$ cat config.mk
export PLATFORM = sky130hd
export DESIGN_NAME = arp_cache
export DESIGN_NICKNAME = d
export VERILOG_FILES = /design/src/rtl/arp_cache.sv
export SDC_FILE = /design/constraint.sdc
export NUM_CORES = 1
export LEC_CHECK = 0
export ABC_AREA = 1
export CAP_MARGIN = 10
export CELL_PAD_IN_SITES_DETAIL_PLACEMENT = 1
export CELL_PAD_IN_SITES_GLOBAL_PLACEMENT = 1
export CORE_MARGIN = 1.5
export CORE_UTILIZATION = 45
export CTS_BUF_LIST = sky130_fd_sc_hd__clkbuf_16
export DETAILED_ROUTE_END_ITERATION = 6
export PLACE_DENSITY = 0.95
export SETUP_SLACK_MARGIN = 0.5
export SLEW_MARGIN = 15
export SYNTH_ARGS = -nofsm -noshare
export SYNTH_HDL_FRONTEND = slang
export SYNTH_SLANG_ARGS = --single-unit
$ cat constraint.sdc
create_clock -name clock -period 10.52 [get_ports clock]
set_input_delay 2.63 -clock clock [delete_from_list [all_inputs] [get_ports clock]]
set_output_delay 2.63 -clock clock [all_outputs]
set_load 0.01 [all_outputs]
$ cat src/rtl/arp_cache.sv
// arp_cache: small associative table of learned IP-to-MAC mappings.
// Entries are learned from the ARP receive stage and aged out by a timer strobe.
// When the table is full, entries are replaced round-robin.
// IP lookups resolve with a fixed two-cycle latency.
module arp_cache #(
  parameter int ENTRIES = 4,
  parameter int AGEBITS = 8,
  parameter int MAXAGE  = 255
) (
  input  logic                       clock,
  input  logic                       reset,
  input  logic                       learnvalid,
  input  logic [47:0]                learnhwaddr,
  input  logic [31:0]                learnipaddr,
  input  logic                       agetick,
  input  logic                       lookupvalid,
  input  logic [31:0]                lookupipaddr,
  output logic                       lookupready,
  output logic                       lookupdone,
  output logic                       lookuphit,
  output logic [47:0]                lookuphwaddr,
  output logic [$clog2(ENTRIES):0]   entrycount
);

  localparam int IDXW = $clog2(ENTRIES);
  localparam int CNTW = IDXW + 1;
  localparam logic [AGEBITS-1:0] MAXAGE_C = AGEBITS'(MAXAGE);

  typedef enum logic [0:0] {IDLE = 1'b0, RESULT = 1'b1} lk_state_t;

  // table storage
  logic                valid_r [ENTRIES];
  logic [31:0]         ip_r    [ENTRIES];
  logic [47:0]         hw_r    [ENTRIES];
  logic [AGEBITS-1:0]  age_r   [ENTRIES];
  logic [IDXW-1:0]     victim_r;

  // next-state table image
  logic                valid_n [ENTRIES];
  logic [31:0]         ip_n    [ENTRIES];
  logic [47:0]         hw_n    [ENTRIES];
  logic [AGEBITS-1:0]  age_n   [ENTRIES];
  logic [IDXW-1:0]     victim_n;
  logic [CNTW-1:0]     count_n;

  // learn slot selection
  logic                learn_en_s;
  logic                match_found_s;
  logic [IDXW-1:0]     match_idx_s;
  logic                free_found_s;
  logic [IDXW-1:0]     free_idx_s;
  logic [IDXW-1:0]     learn_slot_s;

  // lookup path
  lk_state_t           state_r;
  logic [31:0]         lkip_r;
  logic                lk_hit_s;
  logic [47:0]         lk_hw_s;

  // Pick the slot a learn writes: existing IP first, then the lowest free slot, else the victim.
  always_comb begin
    learn_en_s    = learnvalid && (learnipaddr != 32'd0);
    match_found_s = 1'b0;
    match_idx_s   = '0;
    free_found_s  = 1'b0;
    free_idx_s    = '0;
    for (int i = 0; i < ENTRIES; i++) begin
      if (valid_r[i] && (ip_r[i] == learnipaddr)) begin
        match_found_s = 1'b1;
        match_idx_s   = IDXW'(i);
      end else begin
        match_found_s = match_found_s;
      end
    end
    // Scan downward so the last assignment is the lowest free index.
    for (int i = ENTRIES - 1; i >= 0; i--) begin
      if (!valid_r[i]) begin
        free_found_s = 1'b1;
        free_idx_s   = IDXW'(i);
      end else begin
        free_found_s = free_found_s;
      end
    end
    if (match_found_s) begin
      learn_slot_s = match_idx_s;
    end else if (free_found_s) begin
      learn_slot_s = free_idx_s;
    end else begin
      learn_slot_s = victim_r;
    end
  end

  // Build the post-edge table: age every slot, then let a learn override its slot.
  always_comb begin
    victim_n = victim_r;
    count_n  = '0;
    for (int i = 0; i < ENTRIES; i++) begin
      valid_n[i] = valid_r[i];
      ip_n[i]    = ip_r[i];
      hw_n[i]    = hw_r[i];
      age_n[i]   = age_r[i];
      if (agetick && valid_r[i] && (age_r[i] != '0)) begin
        age_n[i] = age_r[i] - AGEBITS'(1);
        if (age_r[i] == AGEBITS'(1)) begin
          valid_n[i] = 1'b0;
        end else begin
          valid_n[i] = valid_r[i];
        end
      end else begin
        age_n[i] = age_r[i];
      end
      if (learn_en_s && (learn_slot_s == IDXW'(i))) begin
        valid_n[i] = 1'b1;
        ip_n[i]    = learnipaddr;
        hw_n[i]    = learnhwaddr;
        age_n[i]   = MAXAGE_C;
      end else begin
        valid_n[i] = valid_n[i];
      end
      count_n = count_n + {{IDXW{1'b0}}, valid_n[i]};
    end
    // The pointer advances only when a full table forces an eviction.
    if (learn_en_s && !match_found_s && !free_found_s) begin
      victim_n = victim_r + IDXW'(1);
    end else begin
      victim_n = victim_r;
    end
  end

  // Resolve the registered lookup IP against the current table; IP 0 never matches.
  always_comb begin
    lk_hit_s = 1'b0;
    lk_hw_s  = 48'd0;
    for (int i = 0; i < ENTRIES; i++) begin
      if (valid_r[i] && (ip_r[i] == lkip_r) && (lkip_r != 32'd0)) begin
        lk_hit_s = 1'b1;
        lk_hw_s  = hw_r[i];
      end else begin
        lk_hit_s = lk_hit_s;
      end
    end
  end

  // Table state register, victim pointer and registered entry count.
  always_ff @(posedge clock) begin
    if (reset) begin
      for (int i = 0; i < ENTRIES; i++) begin
        valid_r[i] <= 1'b0;
        ip_r[i]    <= 32'd0;
        hw_r[i]    <= 48'd0;
        age_r[i]   <= '0;
      end
      victim_r   <= '0;
      entrycount <= '0;
    end else begin
      for (int i = 0; i < ENTRIES; i++) begin
        valid_r[i] <= valid_n[i];
        ip_r[i]    <= ip_n[i];
        hw_r[i]    <= hw_n[i];
        age_r[i]   <= age_n[i];
      end
      victim_r   <= victim_n;
      entrycount <= count_n;
    end
  end

  // Lookup controller: accept a request in IDLE, publish the result from RESULT.
  always_ff @(posedge clock) begin
    if (reset) begin
      state_r      <= IDLE;
      lkip_r       <= 32'd0;
      lookupready  <= 1'b1;
      lookupdone   <= 1'b0;
      lookuphit    <= 1'b0;
      lookuphwaddr <= 48'd0;
    end else begin
      case (state_r)
        IDLE: begin
          lookupdone <= 1'b0;
          if (lookupvalid) begin
            lkip_r      <= lookupipaddr;
            state_r     <= RESULT;
            lookupready <= 1'b0;
          end else begin
            lookupready <= 1'b1;
          end
        end
        RESULT: begin
          lookupdone   <= 1'b1;
          lookuphit    <= lk_hit_s;
          lookuphwaddr <= lk_hw_s;
          lookupready  <= 1'b1;
          state_r      <= IDLE;
        end
        default: begin
          state_r     <= IDLE;
          lookupready <= 1'b1;
          lookupdone  <= 1'b0;
        end
      endcase
    end
  end

endmodule

== Word-level counts from Yosys, hierarchy flattened ==
Memories as Yosys holds them, arrays and structs flattened.
Cells that the tools add are included.
Cells by class
  add/sub/neg operators: 8
  equality and inequality tests: 15
  multiplexer cells: 77
  bitwise logic cells: 17
  reductions and logical operators: 37
Operator list (count)
  $mux W48: 12
  $eq A32 B32 Y1: 8
  $mux W32: 8
  $mux W8: 12
  $reduce_bool A32 Y1: 2
  $mux W1: 34
  $eq A8 B1 Y1 const B: 4
  $reduce_bool A8 Y1: 4
  $sub A8 B1 Y8 const B: 4
  $logic_and A1 B1 Y1: 27
  $mux W2: 8
  $or A1 B1 Y1: 16
  $pmux W1 S2: 3
  $eq A2 B2 Y1 const B: 2
  $add A2 B1 Y3: 1
  $add A3 B1 Y3: 1
  $add A1 B1 Y2: 1
  $add A2 B1 Y2 const B: 1
  $eq A2 B1 Y1 const B: 1
  $logic_not A1 Y1: 2
  $logic_not A2 Y1: 1
  $reduce_and A2 Y1: 1
  $not A1 Y1: 1
Word-level totals
  register bits after elaboration: 89
  bits in writable memories: 356
  input bits: 117
  logic and storage cells: 166
  memories: 4
Memory list
  hw_r: depth 4, bits a word 48, rd ports 4, clocked after Yosys merged registers in 0, write ports 4, RTL line 34  | logic [47:0] hw_r [ENTRIES];
  ip_r: depth 4, bits a word 32, rd ports 4, clocked after Yosys merged registers in 0, write ports 4, RTL line 33  | logic [31:0] ip_r [ENTRIES];
  age_r: depth 4, bits a word 8, rd ports 4, clocked after Yosys merged registers in 0, write ports 4, RTL line 35  | logic [AGEBITS-1:0] age_r [ENTRIES];
  valid_r: depth 4, bits a word 1, rd ports 4, clocked after Yosys merged registers in 0, write ports 4, RTL line 32  | logic valid_r [ENTRIES];

== Longest topological paths before layout ==
Gate-level depths: netlist (run 1).
An unclocked memory read counts as a cell.
  depth in word-level cells: 14
  gate-level depth with buffers: 21
  mapped depth without buffers: 19

== Worst setup path before layout (run 1) ==
Ideal clock, no wire load.
  kind: input to register
  start point: in learnipaddr[8]
  end point: reg entrycount[1]
  arrival: 5.260 ns
  slack: 5.132 ns
  stages: 17
  path buffers: 3
  cells stage by stage: buf_2 -> xnor2_1 -> nor3b_1 -> nand3_1 -> nor2_1 -> nor2_1 -> nand3_2 -> nand2_2 -> nand3_4 -> buf_6 -> buf_2 -> nand2_1 -> fa_1 -> ha_1 -> ha_1 -> inv_1 -> nor2_1
RTL lines
  from (decl): RTL line 14  | input logic [31:0] learnipaddr,
  to (signal assigned): RTL line 163  | entrycount <= count_n;
  to (decl): RTL line 22  | output logic [$clog2(ENTRIES):0] entrycount

==> flow_summary_export.csv, run 1 <==
group,metric,value,unit
floorplanning,initial_utilization,45.4,%
final_layout,multiInputGateArea,12300,um^2
sta,hold_viol,0,
placement,place_inst,4612,
sta,setup_violations,0,
sta,max_freq,140,MHz
sta,slew_headroom,18.7,%
clock_network,cts_made_buffers,51,
synthesis,yosys_warnings,0,
synthesis,synth_top_area_cell,"dfxtp_1",
synthesis,synth_area_leaders,"dfxtp_1 (37%), nand2_1 (21%), nor2_1 (14%), inv_1 (6.4%), a21oi_1 (2.7%)",
clock_network,root_buffer,"clkbuf_16",
worst_setup_path,timing_worst_setup_path_type,"input pin to register",
power,leakage,13.5,nW
clock_network,clk_pin_slew,0.06,ns
synthesis,syn_inst,3939,
sta,tns,0,ns
floorplanning,rows,84,
synthesis,avgSynthCellArea,6.04,um^2
worst_setup_path,cp_data_required_time,11.02,ns
worst_setup_path,worst-path-max-fanout,94,
drt,drtPass1Iterations,5,
synthesis,synthDistinctLibCells,38,
global_routing,grtUsageTotal,41.2,%
clock_network,postCtsSetupRepairBufs,0,
worst_setup_path,cp-start-kind,"input pin",
floorplanning,die_y,233,um
synthesis,yosys.area.top_type_share,37.4,%
drt,vias,26259,
drt,drt_wl_total,113000,um
drt,viasPerCell,5.58,
synthesis,ys_seq_elements,445,
placement,dpl_cell_area,25600,um^2
global_routing,grt_pass1_wl,167000,um
drt,route.detailed.drc,0,
synthesis,synth_edf_count,0,
final_layout,nets,4105,
global_routing,antenna_found_initial,6,
outcome,status,"complete, no violations",
sta,report.final.slew_viol_count,0,
power,vdd_drop_max,0.142,mV
sta,worst_pin_slew,1.22,ns
flow_run,cap_violations,0,
final_layout,final_area,27200,um^2
clock_network,cts_resized,0,
synthesis,ys.flop_type,"dfxtp_1",
global_routing,grt_remaining_overflow,0,
clock_network,clock_latency,0.63,ns
global_routing,grt_max_degree,192,
placement,place.gp.congestion,1.10,
final_layout,regArea,8910,um^2
sta,grt_setup_unrepaired,"false",
clock_network,clockBufferDepth,3,
floorplanning,die-area,54300,um^2
synthesis,syn_nets,4067,
worst_setup_path,worstPathArrival,7.66,ns
final_layout,nFillCells,7153,
synthesis,synthArstFlopShare,0,%
placement,port_buffers,170,
placement,dp_hpwl,77400,um
drt,ant_nets,0,
clock_network,cts_max_level,2,
worst_setup_path,crit_path_end_kind,"register",
final_layout,drive_gt1_share,3.34,%
floorplanning,ioPinCount,171,
power,power.density,159,nW/um^2
sta,period_share,68.1,%
final_layout,instances_no_fill,4708,
final_layout,area_growth,14.3,%
floorplanning,core-area,52400,um^2
clock_network,hold_buffers,0,
sta,finClkSkew,0.0246,ns
hold_path,hp-class,"register to register",
clock_network,cts_tree,"built",
drt,wire_per_inst,24.0,um
synthesis,synth-seq-area-share,37.4,%
global_routing,grt_pass1_vias,26623,
floorplanning,die_x,233,um
clock_network,cts_sinks,445,
synthesis,netlist_area,23800,um^2
drt,drt_iter0_drc,2414,
sta,period_minus_slack,7.16,ns
==> cell families after synthesis <==
kind of cell	Yosys count	synth area share, %
AOI/OAI and AO/OA	333	7.55
xor gates and xnor gates	94	3.46
and+or+nand+nor	2419	39.9
DFF	445	37.4
adders and majority gates	11	0.610
buffers and inverters	637	11.1
==> synthesized netlist by cell type, types with 2 or more instances <==
| library cell | n |
|---|---|
| o21ai_1 | 21 |
| xnor2_1 | 45 |
| buf_6 | 6 |
| inv_1 | 408 |
| a21oi_1 | 130 |
| nor4_1 | 20 |
| nand2_1 | 1336 |
| xor2_1 | 49 |
| o21ai_0 | 124 |
| nand3b_1 | 4 |
| buf_2 | 75 |
| nand3_4 | 2 |
| nand4_1 | 52 |
| inv_2 | 23 |
| buf_4 | 30 |
| buf_1 | 6 |
| dfxtp_1 | 445 |
| or2_2 | 4 |
| nor3_1 | 27 |
| clkbuf_1 | 89 |
| nor3b_1 | 3 |
| o2111ai_1 | 11 |
| and3_1 | 3 |
| nor2_1 | 902 |
| a41o_1 | 3 |
| nand2_2 | 2 |
| nand3_1 | 60 |
| o211ai_1 | 4 |
| o22ai_1 | 36 |
| nand4_4 | 2 |
| ha_1 | 10 |
==> path summary, 6_finish.rpt <==
path / to / start / depth (start not counted) / slack [ns]
setup / recovery: ip_r[3][4] / learnipaddr[20] / 14 / 3.36
hold / removal: lookuphwaddr[44] / lookuphwaddr[44] / 2 / 0.45
setup reg to reg: entrycount[1] / ip_r[1][25] / 17 / 5.66
hold reg to reg: lookuphwaddr[44] / lookuphwaddr[44] / 2 / 0.45
==> per-stage QoR <==
step                worst slack [ns]  hold WS [ns]  power [mW]  utilization [%]
global placement                3.14         0.431        2.50             48.7
finish                          3.36         0.451        4.33             51.9
detailed placement              3.04         0.439        2.52             48.7
floorplan                       5.13         0.421        2.24                -
global route                    3.26         0.473        4.45             51.8
CTS                             3.60         0.453        4.31             51.8
==> power breakdown <==
part | internal (mW) | total [mW] | switching [mW]
Sequential | 1.76 | 1.85 | 0.0886
Clock | 1.01 | 1.80 | 0.793
Combinational | 0.202 | 0.675 | 0.473
Total | 2.97 | 4.33 | 1.36
==> metal layers <==
| metal | GRT usage [%] | up-vias | part of all wire, % |
|---|---|---|---|
| li1 | - | 12035 | - |
| met1 | 53.8 | 12826 | 42 |
| met2 | 66.5 | 1120 | 45 |
| met3 | 7.40 | 272 | 7.8 |
| met4 | 17.9 | 6 | 4.7 |
| met5 | 0 | - | 0.039 |
==> final cells by class <==
class / instances / area share [%]
multi-input cells: 2857 / 45.2
flip-flops and latches: 445 / 32.8
repair buffers: 191 / 6.91
inverters: 431 / 5.98
clock buffers: 51 / 4.69
well taps: 688 / 3.16
clock inverters: 41 / 1.31
diodes: 4 / 0.0368
==> layout by cell type (no fill, tap or decap), drive strengths merged <==
master         count
or2                4
o21ai            145
nand2           1338
o21a               1
fa                 1
nand3             63
clkinv            18
o221ai             1
nor2             903
o22ai             36
clkinvlp           2
dfxtp            445
a21oi            131
a31oi              1
clkdlybuf4s50    169
a41o               3
buf               22
inv              447
diode              4
nand3b             4
nand4             54
o211ai             4
nor4              20
and3               3
nor3              27
clkbuf            51
xnor2             45
nor3b              3
bufinv             5
ha                10
xor2              49
o2111ai           11
==> worst max-delay path: stages <==
cell             delay (ns)
clkdlybuf4s50_1        0.84
xnor2_1                0.54
nand3_1                0.29
nor2_1                 0.18
nand2_1                0.14
nor2_1                 0.32
nand3_1                0.19
nand3_1                0.13
nand2_2                0.11
nand3_4                0.82
buf_4                  0.97
nand2_1                0.15
nand2_1                0.13
nor2_1                 0.06
==> state kept, by name, summed over array words and instances (netlist names), 2 cells and up <==
name          cells
age_r            32
entrycount        3
hw_r            192
ip_r            128
lkip_r           32
lookuphwaddr     48
valid_r           4
victim_r          2
(Power assumes the default switching activity.)
==> run 2: changes to the inputs <==
--- a/config.mk
+++ b/config.mk
@@ -10,10 +10,10 @@
 export CELL_PAD_IN_SITES_DETAIL_PLACEMENT = 1
 export CELL_PAD_IN_SITES_GLOBAL_PLACEMENT = 1
 export CORE_MARGIN = 1.5
-export CORE_UTILIZATION = 45
+export CORE_UTILIZATION = 42
 export CTS_BUF_LIST = sky130_fd_sc_hd__clkbuf_16
 export DETAILED_ROUTE_END_ITERATION = 6
-export PLACE_DENSITY = 0.95
+export PLACE_DENSITY = 0.9
 export SETUP_SLACK_MARGIN = 0.5
 export SLEW_MARGIN = 15
 export SYNTH_ARGS = -nofsm -noshare
==> constraint.sdc (replaced) <==
create_clock -name clock -period 7.27 [get_ports clock]
set_input_delay 1.8175 -clock clock [delete_from_list [all_inputs] [get_ports clock]]
set_output_delay 1.8175 -clock clock [all_outputs]
set_load 0.01 [all_outputs]
==> run 2 against run 1 <==
Combinational power grew 40%. Cell area shrank 0.35%. Die area grew 7.1%. Count of clock-buffer cells in the layout shrank 2. Power grew 37%. Worst hold slack lost 0.00083 ns. First-iteration DRC count shrank 11%. Via count shrank 2.7%. Critical path type unchanged. Largest cell class unchanged. Highest routed layer unchanged.
==> flow_summary_export.csv, run 2 (same netlist as run 1, synthesis figures left out) <==
group,metric,value,unit
floorplanning,ioPinCount,171,
global_routing,grt_pass1_vias,25068,
floorplanning,rows,87,
worst_setup_path,reg2reg_slack,3.10,ns
global_routing,grt_max_degree,170,
sta,grt_setup_unrepaired,"false",
sta,slew_headroom,26.1,%
global_routing,use_met2,56.3,%
placement,port_buffers,170,
power,power,5.95,mW
worst_setup_path,crit_path_end_kind,"register",
floorplanning,core-area,56200,um^2
clock_network,hold_buffers,0,
global_routing,grtUsageTotal,35.6,%
worst_setup_path,crit_start,"learnipaddr[1]",
sta,hold_viol,0,
worst_setup_path,cpMostUsedCell,"nor2_1",
sta,whs,0.450,ns
worst_setup_path,worst-path-max-fanout,10,
final_layout,drive_gt1_share,2.97,%
worst_setup_path,cp_cell_sequence,"clkdlybuf4s50_1, inv_2, o21ai_1, nor2_1, nand2_1, nor2_1, nand3_1, nor2_2, nor2_1, nand3_2, nand2_2, nand3_4, nand2_1, fa_1, ha_1, ha_1, inv_1, nor2_1",
drt,drt_wl_total,104000,um
final_layout,final_common_cell,"nand2_1",
hold_path,hp-class,"register to register",
clock_network,cts_tree,"built",
final_layout,largest-register,"hw_r",
sta,period_minus_slack,5.35,ns
clock_network,cts_resized,0,
clock_network,cts_sinks,445,
worst_setup_path,timing_worst_setup_path_type,"input pin to register",
sta,tns,0,ns
flow_run,cap_violations,0,
sta,setup_violations,0,
power,leakage,13.5,nW
placement,place.gp.congestion,1.12,
floorplanning,die_x,241,um
final_layout,nFillCells,7673,
global_routing,antenna_found_initial,6,
floorplanning,die_y,241,um
final_layout,regArea,8910,um^2
drt,wire_per_inst,21.9,um
final_layout,biggestRegsByFlops,"hw_r (192), ip_r (128), lookuphwaddr (48)",
worst_setup_path,crit_slowest_cell,"clkdlybuf4s50_1",
worst_setup_path,ff2ff_path_depth,12,
floorplanning,die-area,58100,um^2
global_routing,grt_pass1_wl,155000,um
drt,viasPerCell,5.36,
global_routing,grt_use_met1,47.9,%
global_routing,busiest_layer,"met2",
final_layout,largest_reg_flops,192,
worst_setup_path,worstPathArrival,5.82,ns
sta,period_share,73.6,%
clock_network,clock_latency,0.63,ns
worst_setup_path,critPathCapture,"entrycount[1]",
final_layout,multiInputGateArea,12300,um^2
drt,vias,25547,
final_layout,nets,4099,
clock_network,clockBufferDepth,3,
placement,dp_hpwl,75400,um
final_layout,final_cell_mix,"nand2_1 (1335), nor2_1 (901), dfxtp_1 (445)",
floorplanning,initial_utilization,42.4,%
global_routing,globalRouteMet3Util,6.91,%
drt,ant_nets,0,
power,power.density,220,nW/um^2
outcome,status,"complete, no violations",
global_routing,grt_remaining_overflow,0,
clock_network,postCtsSetupRepairBufs,0,
drt,drtPass1Iterations,6,
drt,drt_iter0_drc,2150,
clock_network,cts_max_level,2,
sta,worst_pin_slew,1.11,ns
sta,max_freq,187,MHz
drt,route.detailed.drc,0,
worst_setup_path,cp-start-kind,"input pin",
worst_setup_path,cp_slowest_stage_delay,0.74,ns
sta,report.final.slew_viol_count,0,
sta,finClkSkew,0.0358,ns
placement,dpl_cell_area,25600,um^2
final_layout,final_area,27100,um^2
worst_setup_path,cp_data_required_time,7.73,ns
power,vdd_drop_max,0.183,mV
clock_network,clk_pin_slew,0.06,ns
worst_setup_path,reg2reg_from,"lkip_r[11]",
clock_network,root_buffer,"clkbuf_16",
final_layout,area_growth,13.9,%
clock_network,cts_made_buffers,49,
worst_setup_path,worstReg2RegEnd,"lookuphwaddr[10]",
[run 2: cell count changes in the layout (fill, tap and decap cells not counted), moves of 3 or more]
cell	delta
bufinv_16	-4
inv_6	-3
buf_12	+3
buf_4	-7
[run 2: area by class of cell]
cell class	instances	area share, %
inverters	431	6.00
flip-flops and latches	445	32.9
well taps	756	3.49
repair buffers	187	6.96
diodes	2	0.0185
multi-input cells	2857	45.3
clock inverters	36	0.826
clock buffers	49	4.52
[run 2: where the power goes]
group          switching, mW  internal, mW
Clock                   1.07          1.26
Sequential             0.124          2.55
Combinational          0.656         0.292
Total                   1.85          4.10
[run 2: stage by stage]
step / util (%) / std cells / setup WS, ns
finish: 48.3 / 4763 / 1.92
global route: 48.3 / 4762 / 1.79
CTS: 48.2 / 4761 / 2.10
detailed placement: 45.7 / 4676 / 1.48
global placement: 45.7 / 4676 / 1.52
floorplan: - / 3939 / 2.69
[run 2: how the worst min path moves through the flow]
stage	startpoint	cells after the start	end	slack, ns
3_3_place_gp	victim_r[0]	2	victim_r[0]	0.43
4_1_cts	lookuphwaddr[41]	2	lookuphwaddr[41]	0.45
5_1_grt	lookuphwaddr[39]	2	lookuphwaddr[39]	0.47
3_5_place_dp	lookuphwaddr[44]	2	lookuphwaddr[44]	0.44
2_1_floorplan	victim_r[0]	2	victim_r[0]	0.42
6_report	lookuphwaddr[41]	2	lookuphwaddr[41]	0.45
[run 2: worst max-delay path: cells and delay by family]
family | cells | cell delay [ns]
fa+ha+maj | 3 | 0.98
compound gates | 1 | 0.17
simple gates | 11 | 1.70
buf+inv | 3 | 1.12
[run 2: metal layers]
layer,wire length [um],up-vias
met5,55,-
met4,4350,8
met3,9500,236
met2,45800,1049
met1,44400,12255
li1,-,11999
==> run 3: changes to the inputs <==
--- a/config.mk
+++ b/config.mk
@@ -10,10 +10,10 @@
 export CELL_PAD_IN_SITES_DETAIL_PLACEMENT = 1
 export CELL_PAD_IN_SITES_GLOBAL_PLACEMENT = 1
 export CORE_MARGIN = 1.5
-export CORE_UTILIZATION = 42
+export CORE_UTILIZATION = 37
 export CTS_BUF_LIST = sky130_fd_sc_hd__clkbuf_16
 export DETAILED_ROUTE_END_ITERATION = 6
-export PLACE_DENSITY = 0.9
+export PLACE_DENSITY = 0.85
 export SETUP_SLACK_MARGIN = 0.5
 export SLEW_MARGIN = 15
 export SYNTH_ARGS = -nofsm -noshare
==> constraint.sdc (replaced) <==
create_clock -name clock -period 4.37 [get_ports clock]
set_input_delay 1.0925 -clock clock [delete_from_list [all_inputs] [get_ports clock]]
set_output_delay 1.0925 -clock clock [all_outputs]
set_load 0.01 [all_outputs]
==> run 3 against run 2 <==
Power up 74%. Final cell count up 6.3%. Clock power up 77%. Routed wire length up 5.4%. Worst setup slack worse by 1.4 ns. Sequential power up 66%. First-iteration DRC count up 26%. Register-to-register slack worse by 2.5 ns. Sequential share of layout area down 2.5 points. Critical endpoint unchanged. Critical path depth up 1. Die area up 13%.
==> flow_summary_export.csv, run 3 (same netlist as run 1, synthesis figures left out) <==
group,metric,value,unit
floorplanning,die-area,65900,um^2
floorplanning,die_y,257,um
sta,setup_violations,0,
power,power.density,353,nW/um^2
global_routing,grt_pass1_vias,26233,
clock_network,cts_made_buffers,51,
global_routing,grtUsageTotal,32.7,%
final_layout,area_growth,23.4,%
outcome,status,"complete, no violations",
power,vdd_drop_max,0.274,mV
final_layout,largest_reg_flops,192,
worst_setup_path,reg2reg_from,"lkip_r[10]",
power,leakage,14.7,nW
worst_setup_path,cpMostUsedCell,"buf_4",
sta,report.final.slew_viol_count,0,
clock_network,clock_latency,0.64,ns
drt,drt_iter0_drc,2702,
global_routing,grt_max_degree,140,
final_layout,nets,4301,
sta,hold_viol,0,
clock_network,hold_buffers,0,
flow_run,cap_violations,0,
final_layout,final_common_cell,"nand2_1",
final_layout,drive_gt1_share,8.92,%
sta,tns,0,ns
worst_setup_path,crit_slowest_cell,"fa_1",
hold_path,hp-class,"register to register",
drt,vias,26432,
clock_network,cts_tree,"built",
worst_setup_path,timing_worst_setup_path_type,"input pin to register",
global_routing,grt_remaining_overflow,0,
sta,worst_pin_slew,0.843,ns
placement,dp_hpwl,82300,um
final_layout,final_cell_mix,"nand2_1 (1315), nor2_1 (885), dfxtp_1 (445)",
placement,port_buffers,170,
floorplanning,die_x,257,um
hold_path,min-delay-start,"lookuphwaddr[8]",
drt,route.detailed.drc,0,
worst_setup_path,cp_data_required_time,4.87,ns
final_layout,utilization,46.4,%
power,power,10.4,mW
sta,max_freq,262,MHz
worst_setup_path,cp_slowest_stage_delay,0.49,ns
drt,ant_nets,0,
sta,period_share,87.3,%
final_layout,largest-register,"hw_r",
sta,period_minus_slack,3.82,ns
sta,finClkSkew,0.0435,ns
drt,drtPass1Iterations,6,
clock_network,clk_pin_slew,0.06,ns
worst_setup_path,worst-path-max-fanout,6,
placement,place.gp.congestion,1.12,
worst_setup_path,reg2reg_slack,0.64,ns
worst_setup_path,crit_path_end_kind,"register",
drt,drt_wl_total,110000,um
drt,viasPerCell,5.22,
floorplanning,rows,92,
drt,wire_per_inst,21.7,um
worst_setup_path,cp-start-kind,"input pin",
clock_network,cts_sinks,445,
sta,postLayoutSetupSlackWorst,0.554,ns
final_layout,nFillCells,8549,
global_routing,antenna_found_initial,4,
placement,place_ws,-0.308,ns
worst_setup_path,worstPathArrival,4.31,ns
sta,grt_setup_unrepaired,"false",
worst_setup_path,cp_cell_sequence,"clkdlybuf4s50_1, buf_4, inv_2, nand2_1, o211ai_1, nor2_2, buf_4, nand3_2, nor2_4, buf_6, a21oi_4, buf_4, nand4_4, nand2_2, fa_1, ha_2, ha_1, inv_1, nor2_1",
worst_setup_path,crit_start,"learnipaddr[1]",
floorplanning,initial_utilization,37.6,%
clock_network,root_buffer,"clkbuf_16",
clock_network,cts_max_level,2,
sta,slew_headroom,43.2,%
clock_network,clockBufferDepth,3,
final_layout,biggestRegsByFlops,"hw_r (192), ip_r (128), lookuphwaddr (48)",
floorplanning,core-area,63300,um^2
global_routing,grt_pass1_wl,164000,um
floorplanning,ioPinCount,171,
run 3: repair_timing:
item,in CTS,in global routing
pin swaps,2,25
gates resized for setup,11,73
buffers inserted,2,2
endpoints found under the setup margin,2,102
run 3: cell type report:
type / instances / area, um^2 / area share, %
antenna: 3 / 7.51 / 0.0256
clock buffer: 51 / 1280 / 4.35
clock inverter: 44 / 315 / 1.07
inverter: 431 / 1630 / 5.56
multi-input combinational: 2857 / 12500 / 42.5
sequential: 445 / 8910 / 30.3
tap: 846 / 1060 / 3.60
timing repair buffer: 387 / 3690 / 12.6
run 3: worst paths after layout:
path,to,depth (start not counted)
min reg2reg,lookuphwaddr[8],2
max,entrycount[1],19
max reg2reg,lookuphwaddr[21],13
min,lookuphwaddr[8],2
run 3: metal layers:
layer	part of all wire [%]	vias to the layer above	track usage, %
met3	7.7	269	5.57
met4	4.8	6	14.0
met1	43	12768	43.7
met2	44	957	51.7
li1	-	12432	-
met5	0.033	-	0
run 3: critical path: cells and delay by family:
family | cells | cell delay, ns
fa+ha+maj | 3 | 0.97
simple gates | 7 | 0.90
compound gates | 2 | 0.20
buf+inv | 7 | 1.13
run 3: through the flow:
stage | instances | cell area [um^2] | hold WS, ns
2_1_floorplan | 3939 | 23800 | 0.421
3_3_place_gp | 4962 | 27500 | 0.432
3_5_place_dp | 4962 | 27500 | 0.440
4_1_cts | 5059 | 29100 | 0.453
5_1_grt | 5062 | 29400 | 0.470
6_report | 5064 | 29400 | 0.450
run 3: power by group:
group	internal [mW]	switching (mW)	total (mW)	leakage [nW]
logic	0.627	1.18	1.81	10.3
clock network	2.25	1.87	4.13	0.825
registers	4.25	0.194	4.44	3.63
